$ cat src/rtl/pc_update_reg_pkg.sv
// Shared constants for the registered Y86-64 next-PC unit: instruction codes,
// status codes and FSM state encodings.
package pc_update_reg_pkg;

   localparam logic [3:0] IHALT   = 4'h0;
   localparam logic [3:0] INOP    = 4'h1;
   localparam logic [3:0] IRRMOVQ = 4'h2;
   localparam logic [3:0] IIRMOVQ = 4'h3;
   localparam logic [3:0] IRMMOVQ = 4'h4;
   localparam logic [3:0] IMRMOVQ = 4'h5;
   localparam logic [3:0] IOPQ    = 4'h6;
   localparam logic [3:0] IJXX    = 4'h7;
   localparam logic [3:0] ICALL   = 4'h8;
   localparam logic [3:0] IRET    = 4'h9;
   localparam logic [3:0] IPUSHQ  = 4'hA;
   localparam logic [3:0] IPOPQ   = 4'hB;

   localparam logic [2:0] SAOK = 3'd1;
   localparam logic [2:0] SHLT = 3'd2;
   localparam logic [2:0] SINS = 3'd4;

   // State encoding doubles as the stat output.
   localparam logic [2:0] ST_RUN  = SAOK;
   localparam logic [2:0] ST_HALT = SHLT;
   localparam logic [2:0] ST_ERR  = SINS;

endpackage

$ cat src/rtl/pc_update_reg_ras_stack.sv
// Circular return-address stack: push/pop at the top, drops the oldest entry
// on overflow, and keeps top/count/full registered.
module ras_stack #(
   parameter int unsigned DEPTH  = 8,
   parameter int unsigned ADDR_W = 64,
   parameter int unsigned CNT_W  = $clog2(DEPTH) + 1
) (
   input  logic              clk,
   input  logic              rst,
   input  logic              push,
   input  logic              pop,
   input  logic [ADDR_W-1:0] din,
   output logic [ADDR_W-1:0] top,
   output logic [CNT_W-1:0]  count,
   output logic              full
);

   localparam int unsigned PTR_W = $clog2(DEPTH);

   logic [ADDR_W-1:0] mem [DEPTH];
   logic [PTR_W-1:0]  ptr_q, ptr_d;
   logic [CNT_W-1:0]  count_q, count_d;
   logic [ADDR_W-1:0] top_q, top_d;
   logic              full_q;

   always_comb begin
      ptr_d   = ptr_q;
      count_d = count_q;
      top_d   = top_q;
      if (push) begin
         // Pointer wraps onto the oldest slot once full; count saturates.
         ptr_d = ptr_q + PTR_W'(1);
         top_d = din;
         if (count_q != CNT_W'(DEPTH)) begin
            count_d = count_q + CNT_W'(1);
         end
      end else if (pop && (count_q != '0)) begin
         ptr_d   = ptr_q - PTR_W'(1);
         count_d = count_q - CNT_W'(1);
         top_d   = (count_q > CNT_W'(1)) ? mem[ptr_d] : '0;
      end
   end

   always_ff @(posedge clk or posedge rst) begin
      if (rst) begin
         ptr_q   <= '0;
         count_q <= '0;
         top_q   <= '0;
         full_q  <= 1'b0;
      end else begin
         ptr_q   <= ptr_d;
         count_q <= count_d;
         top_q   <= top_d;
         full_q  <= (count_d == CNT_W'(DEPTH));
      end
   end

   always_ff @(posedge clk) begin
      if (push) begin
         mem[ptr_d] <= din;
      end
   end

   assign top   = top_q;
   assign count = count_q;
   assign full  = full_q;

endmodule

$ cat src/rtl/pc_update_reg.sv
// Registered next-PC unit for the Y86-64 fetch stage with status tracking and
// a return-address stack that checks each ret target against valm.
module pc_update_reg
   import pc_update_reg_pkg::*;
#(
   parameter int unsigned     ADDR_W    = 64,
   parameter logic [ADDR_W-1:0] RESET_PC = '0,
   parameter int unsigned     RAS_DEPTH = 8,
   parameter int unsigned     CNT_W     = $clog2(RAS_DEPTH) + 1
) (
   input  logic              clk,
   input  logic              rst,
   input  logic              en,
   input  logic              stall,
   input  logic [3:0]        icode,
   input  logic              cnd,
   input  logic [ADDR_W-1:0] valc,
   input  logic [ADDR_W-1:0] valm,
   input  logic [ADDR_W-1:0] valp,
   output logic [ADDR_W-1:0] pc,
   output logic [2:0]        stat,
   output logic [ADDR_W-1:0] ras_top,
   output logic [CNT_W-1:0]  ras_count,
   output logic              ras_full,
   output logic              ret_miss
);

   logic [ADDR_W-1:0] pc_q, pc_d;
   logic [2:0]        state_q, state_d;
   logic              miss_q, miss_d;
   logic              advance;
   logic              push, pop;

   assign advance = en & ~stall & (state_q == ST_RUN);

   always_comb begin
      pc_d    = pc_q;
      state_d = state_q;
      push    = 1'b0;
      pop     = 1'b0;
      miss_d  = 1'b0;
      if (advance) begin
         case (icode)
            IHALT: state_d = ST_HALT;
            INOP, IRRMOVQ, IIRMOVQ, IRMMOVQ, IMRMOVQ, IOPQ, IPUSHQ, IPOPQ: pc_d = valp;
            IJXX:  pc_d = cnd ? valc : valp;
            ICALL: begin
               pc_d = valc;
               push = 1'b1;
            end
            IRET: begin
               // Target always comes from memory; the stack only scores the prediction.
               pc_d   = valm;
               pop    = 1'b1;
               miss_d = (ras_count == '0) || (ras_top != valm);
            end
            default: state_d = ST_ERR;
         endcase
      end
   end

   always_ff @(posedge clk or posedge rst) begin
      if (rst) begin
         pc_q    <= RESET_PC;
         state_q <= ST_RUN;
         miss_q  <= 1'b0;
      end else begin
         pc_q    <= pc_d;
         state_q <= state_d;
         miss_q  <= miss_d;
      end
   end

   ras_stack #(
      .DEPTH  (RAS_DEPTH),
      .ADDR_W (ADDR_W),
      .CNT_W  (CNT_W)
   ) u_ras (
      .clk   (clk),
      .rst   (rst),
      .push  (push),
      .pop   (pop),
      .din   (valp),
      .top   (ras_top),
      .count (ras_count),
      .full  (ras_full)
   );

   assign pc       = pc_q;
   assign stat     = state_q;
   assign ret_miss = miss_q;

endmodule

$ cat config.mk
export PLATFORM = sky130hd
export DESIGN_NAME = pc_update_reg
export DESIGN_NICKNAME = d
export VERILOG_FILES = /design/src/rtl/pc_update_reg_pkg.sv /design/src/rtl/pc_update_reg_ras_stack.sv /design/src/rtl/pc_update_reg.sv
export SDC_FILE = /design/constraint.sdc
export NUM_CORES = 1
export LEC_CHECK = 0
export BUFFER_PORTS_ARGS = -buffer_cell sky130_fd_sc_hd__buf_2
export CAP_MARGIN = 0
export CORE_MARGIN = 5
export CORE_UTILIZATION = 60
export CTS_BUF_LIST = sky130_fd_sc_hd__clkbuf_8
export CTS_CLUSTER_DIAMETER = 40
export DETAILED_ROUTE_END_ITERATION = 7
export PLACE_DENSITY = 0.82
export SLEW_MARGIN = 15
export SYNTH_ARGS = -nofsm -noshare
export SYNTH_HDL_FRONTEND = slang
export SYNTH_SLANG_ARGS = --single-unit
$ cat constraint.sdc
create_clock -name clk -period 7.8 [get_ports clk]
set_input_delay 1.56 -clock clk [delete_from_list [all_inputs] [get_ports clk]]
set_output_delay 1.56 -clock clk [all_outputs]
set_load 0.005 [all_outputs]
After elaboration in Yosys (flattened, before gate mapping)
Memories as Yosys holds them, arrays and structs flattened.
Cells that the tools add are included.
{ "totals": {"regBits": 140, "memories": 1, "elab_cells": 62, "inputBits": 201, "mem_bits_rw": 512} }
{ "memory_table": {"columns": ["memory", "words", "word_bits", "read_ports", "rd_clocked_by_memory_dff", "wr", "line", "source"], "rows": [
  ["u_ras.mem", 8, 64, 1, 0, 1, "pc_update_reg_ras_stack.sv:20", "logic [ADDR_W-1:0] mem [DEPTH];"]
]} }
{ "classes": {"magnitude_cmp": 1, "reduce_logical": 11, "bitwise_logic": 4, "muxes": 19, "n_eq_ne": 15, "add_sub_neg": 4} }
{ "op_table": {"columns": ["operator", "n"], "rows": [
  ["64-bit two-way mux", 4],
  ["64-bit one-hot mux with 4 select lines", 1],
  ["64-bit != test", 1],
  ["4-bit equality test, second input constant", 5],
  ["4-bit by 3-bit equality test with 1-bit output, second input constant", 4],
  ["4-bit two-way mux", 3],
  ["11-bit OR reduction", 1],
  ["4-bit by 2-bit equality test with 1-bit output, second input constant", 2],
  ["4-bit logical NOT", 2],
  ["1-bit two-way mux", 8],
  ["4-bit nonzero test", 2],
  ["8-bit OR reduction", 1],
  ["3-bit two-way mux", 2],
  ["3-bit one-hot mux with 2 select lines", 1],
  ["4-bit by 1-bit adder with 4-bit output, second input constant", 1],
  ["4-bit by 1-bit equality test with 1-bit output, second input constant", 1],
  ["4-bit by 1-bit greater-than comparator with 1-bit output, second input constant", 1],
  ["4-bit != test, second input constant", 1],
  ["2-bit AND reduction", 2],
  ["4-bit by 1-bit subtractor with 4-bit output, second input constant", 1],
  ["3-bit by 1-bit adder with 3-bit output, second input constant", 1],
  ["3-bit by 1-bit equality test with 1-bit output, second input constant", 1],
  ["3-bit by 1-bit subtractor with 3-bit output, second input constant", 1],
  ["1-bit bitwise AND", 2],
  ["other kinds (4)", 5]
]} }

Logic depth before layout (Yosys ltp)
{ "depth": {"ltp_word": 8, "ltp_mapped": 11, "ltp_nobuf": 8} }

By module
Synthesis repeated with hierarchy kept, for this count alone.
{ "unflattened": {"hier_cells": 1500, "area_unflattened_um2": 26357.8} }
{ "modules_own_cells": {"columns": ["mod", "area_per_inst_um2", "instances", "cells_per_inst"], "rows": [
  ["ras_stack", 22379.0, 1, 1098],
  ["pc_update_reg", 3978.8, 1, 402]
]} }

Least setup slack after synthesis
OpenSTA, ideal clock, no wires.
{ "synth_timing": {"path_type": "input to register", "startpoint": "input icode[1]", "endpoint": "memory u_ras.mem[0][0] (enable)", "required_ps": 7235, "setup_time_ps": 565, "arrival_time_ps": 7213, "cell_stages": 7, "n_path_buf": 1, "slack_ps": 22, "cell_sequence": "or3b_1 > buf_2 > nor3_4 > nand2_1 > xor2_1 > inv_1 > nor3_1"} }
{ "synth_between": {"elab_chain_len": 6, "elab_cells_between_ends": 11} }
{ "synth_rtl": {"columns": ["element", "line", "source"], "rows": [
  ["from (decl)", "pc_update_reg.sv:15", "input logic [3:0] icode,"],
  ["4-bit equality test", "pc_update_reg.sv:43", "case (icode)"],
  ["1-bit two-way mux", "pc_update_reg.sv:43", null],
  ["1-bit two-way mux", "pc_update_reg.sv:42", "if (advance) begin"],
  ["1-bit logical AND", "pc_update_reg_ras_stack.sv:37", "end else if (pop && (count_q != '0)) begin"],
  ["3-bit two-way mux", "pc_update_reg_ras_stack.sv:37", null],
  ["3-bit two-way mux (*)", "pc_update_reg_ras_stack.sv:30", "if (push) begin"],
  ["via u_ras.ptr_d[2]", "pc_update_reg_ras_stack.sv:21", "logic [PTR_W-1:0] ptr_q, ptr_d;"],
  ["to (decl)", "pc_update_reg_ras_stack.sv:20", null]
]} }
Mark *: on every way through the listed nets, which the timed path passes. The rest lies on a longest branch.

Final worst setup path
{ "layout_timing": {"startpoint": "register u_ras.ptr_q[0]", "endpoint": "memory u_ras.mem[4][63] (enable)"} }
{ "layout_between": {"elab_chain_len": 3, "elab_cells_between_ends": 4} }
{ "layout_rtl": {"columns": ["element", "line", "source"], "rows": [
  ["from (decl)", "pc_update_reg_ras_stack.sv:21", null],
  ["from (signal assigned)", "pc_update_reg_ras_stack.sv:51", "ptr_q <= ptr_d;"],
  ["3-bit by 1-bit subtractor with 3-bit output", "pc_update_reg_ras_stack.sv:38", "ptr_d = ptr_q - PTR_W'(1);"],
  ["3-bit two-way mux", "pc_update_reg_ras_stack.sv:37", null],
  ["3-bit two-way mux (*)", "pc_update_reg_ras_stack.sv:30", null],
  ["via u_ras.ptr_d[1]", "pc_update_reg_ras_stack.sv:21", null]
]} }
Marked as above.

==> impl_results.md <==
* Status: complete, but fails checks
* Failing checks: DRC
* Worst-path fanout max at a little over 80
* Fin nets at 1998
* Synth area leaders: edfxtp_1, dfrtp_1, mux4_2
* Lkg Pwr at ~12 nW
* Initial antenna violation count at 0
* Vias per cell at about 6.4
* Final period util at 0.573
* DR vias at ~16000
* Area of the multi-input gates at just under 7000 sq um
* Switching Power at roughly 1.4 mW
* CP Class: reg -> reg
* FF-to-FF End: u_ras.mem[4][63]$_DFFE_PP_
* Final ANT Viol Nets at 0
* Sequential standard cell area at ~19000 sq um
* CTS tree: yes
* Max-slew headroom at 0.211
* FMAX at about 220 MHz
* Place WS at about 3.1 ns
* Tmin final at 4.47 ns
* Worst-path clk slew at about 0.060 ns
* Length in cells of the worst reg-to-reg path at 9
* First-pass GRT wire length at approximately 100000 um
* Setup bufs post-CTS at 0
* Combinational share of power at 0.031
* Final hold slack at 0.469 ns
* Port bufs at approximately 340
* Routability cong. at about 0.81
* CTS Buf Count at 101
* Synthesis-to-layout area growth at 16.1%
* Hold WC Path Type: reg -> reg
* Clock power frac at 0.407
* Clk sinks at between 600 and 700
* IO Pins at 338
* Layout Utilization at 0.704
* Peak supply drop at around 0.00014 V
* Syn_area_per_cell at ~18 sq um
* Fin. Hold Viols at 0
* Critical R2R Launch: u_ras.ptr_q[0]$_DFF_PP0_
* Via count of the first global-routing pass at 15891
* CP arrival at about 4.7 ns
* Yosys reg bits at roughly 650
* 1st-iter DRT viols at 1964
* Post-CTS Hold Buffers at 0
* Flop pwr share at 0.562
* Largest net degree at the start of global routing at around 130
* Root Driver: clkbuf_8
* End of the critical path: u_ras.mem[4][63]$_DFFE_PP_
* Synthesized instance count at about 1400
* Die W at 219 um
* Placed cell areas at roughly 28000 sq um
* Total Routing Usage GR at 0.278
* Yosys warns at 0
* WL/cell at about 27 um
* Drt drc at 17
* CP startpoint kind: flip-flop
* GR Overflow Total at 0
* DIE HEIGHT at approximately 220 um
* Sw Ratio at 0.216
* Area leader, netlist: edfxtp_1
* Non-Filler Instances at about 2500
* Core Rows at 76
* Max cap viols at 0
* Reg-to-reg slack, setup at 3.33 ns
* Fin worst setup slack at 3.33 ns
* Fill cell count at about 2600
* Max clock buf depth at 3
* Drt pass-1 iters at 8
* RSZ-0062 raised after global routing: no
* Cell-internal power at 5.23 mW
* Register area share after synthesis at 0.723
* Critical Path RT at roughly 8.1 ns
* Worst clock skew at 0.0167 ns
* Antenna fix cells at 0
* Post-Synthesis Cell Area at between 20000 and 30000 sq um
* H-tree levels at 3
* Die ar. at roughly 48000 sq um
* Post-cts gate resize count at 0
* Share of post-route cells with drive strength above 1 at 0.341
* Setup TNS after final layout at 0 ns
* Synth cell types at 54
* Final Total Pwr at 6.67 mW
* CORE AREA at between 40000 and 50000 sq um
* Post-DP HPWL at roughly 43000 um
* Max-slew violation count at 0
* Initial core utilization at 0.606
* Final number of setup-violating endpoints at 0
* Crit. End Element: flip-flop
* Power density cells at between 200 and 250 nW/um^2
* Skew-Pair Late Insertion Delay at between 0.6 and 0.7 ns
* CP startpoint: u_ras.ptr_q[0]$_DFF_PP0_
* Detailed Route WL at approximately 67000 um
* Top-area cell type share of the netlist area at 0.589
* Dpl cells at between 2000 and 2500
* Worst-margin pin slew at around 1.2 ns
* Design Area, Final at between 30000 and 40000 sq um
* Net Count, Synth at approximately 1600
cells by family (layout without fill, tap and decap cells):
| kind of cell | Yosys count | in the layout | share of synthesized area |
|---|---|---|---|
| muxes | 193 | 193 | 0.135 |
| and+or+nand+nor | 127 | 127 | 0.0246 |
| DFF | 652 | 652 | 0.723 |
| adders and majority gates | 5 | 5 | 0.00239 |
| buffers and inverters | 106 | 560 | 0.0186 |
| AOI/OAI and AO/OA | 277 | 277 | 0.0740 |
| xor gates and xnor gates | 66 | 66 | 0.0224 |
area by class of cell:
cell class	count	share of cell area
clock buffers	112	0.0508
clock inverters	79	0.0136
inverters	13	0.00177
multi-input cells	668	0.226
flip-flops and latches	652	0.623
well taps	585	0.0241
repair buffers	356	0.0607
worst min-delay path by stage:
stage / from / endpoint / slack (ns) / cells past startpoint
final: pc[11]$_DFFE_PP0P_ / pc[11]$_DFFE_PP0P_ / 0.47 / 2
after CTS: stat[0]$_DFFE_PP1P_ / stat[0]$_DFFE_PP1P_ / 0.47 / 1
after global routing: stat[0]$_DFFE_PP1P_ / stat[0]$_DFFE_PP1P_ / 0.49 / 1
after detailed placement: stat[0]$_DFFE_PP1P_ / stat[0]$_DFFE_PP1P_ / 0.46 / 1
after global placement: stat[1]$_DFFE_PP0P_ / stat[1]$_DFFE_PP0P_ / 0.46 / 1
after floorplan: stat[0]$_DFFE_PP1P_ / stat[0]$_DFFE_PP1P_ / 0.46 / 1
layout by cell type, fill, tap and decap left out, drive strengths merged, types with 5 or more instances in the layout:
| master | instances |
|---|---|
| edfxtp | 512 |
| buf | 356 |
| dfrtp | 139 |
| o21ai | 129 |
| mux4 | 128 |
| clkbuf | 112 |
| nand2 | 74 |
| a22oi | 68 |
| mux2i | 65 |
| a222oi | 64 |
| xor2 | 58 |
| inv | 52 |
| clkinv | 35 |
| nor4 | 17 |
| xnor2 | 8 |
| nor3 | 8 |
| nor2 | 5 |
| nand4 | 5 |
| and3 | 5 |
| ha | 5 |
state kept, by name, indices dropped and copies added, names as in the netlist:
| signal | flops |
|---|---|
| u_ras.mem | 512 |
| pc | 64 |
| u_ras.top | 64 |
| u_ras.count | 4 |
| stat | 3 |
| u_ras.ptr_q | 3 |
| ret_miss | 1 |
| u_ras.full | 1 |
worst max-delay path, cell delays in order, from the launching register on:
cell and delay [ns]:
dfrtp_4 0.91, inv_1 0.22, ha_4 1.11, inv_1 0.17
nor2_1 0.16, a22oi_1 0.09, o21ai_2 0.36, inv_2 0.14
nor3_2 0.22, buf_4 0.66
synth_stat cells, drive strengths merged:
library cell and number:
a21o 1, a21oi 2, a222oi 64, a22oi 68, a2bb2oi 1, a31o 1
a31oi 1, and2 1, and3 5, and4bb 1, buf 35, clkbuf 58
dfrtp 139, dfstp 1, edfxtp 512, ha 5, inv 13, mux2i 65
mux4 128, nand2 74, nand3 2, nand4 5, nand4b 1, nand4bb 1
nor2 5, nor2b 3, nor3 8, nor3b 1, nor4 17, nor4b 2
o211ai 1, o21a 1, o21ai 129, o22ai 3, o2bb2ai 1, o311ai 1
o31a 2, o41ai 1, or3b 1, xnor2 8, xor2 58
power by group through the flow:
stage                     logic, mW  clock network (mW)  registers, mW
final                         0.205                2.71           3.75
after global routing          0.219                2.93           3.75
after CTS                     0.204                2.75           3.75
after detailed placement      0.204                   0           3.82
after global placement        0.195                   0           3.82
after floorplan              0.0557                   0           3.82
routing by layer:
metal  part of all wire  global-route usage  up-vias
met3              0.097              0.0575      109
met4              0.027              0.0881        0
li1                   -                   -     6622
met1               0.39               0.399     8073
met5                  0                   0        -
met2               0.48               0.441     1019
Power figures use the tool's default switching activity.
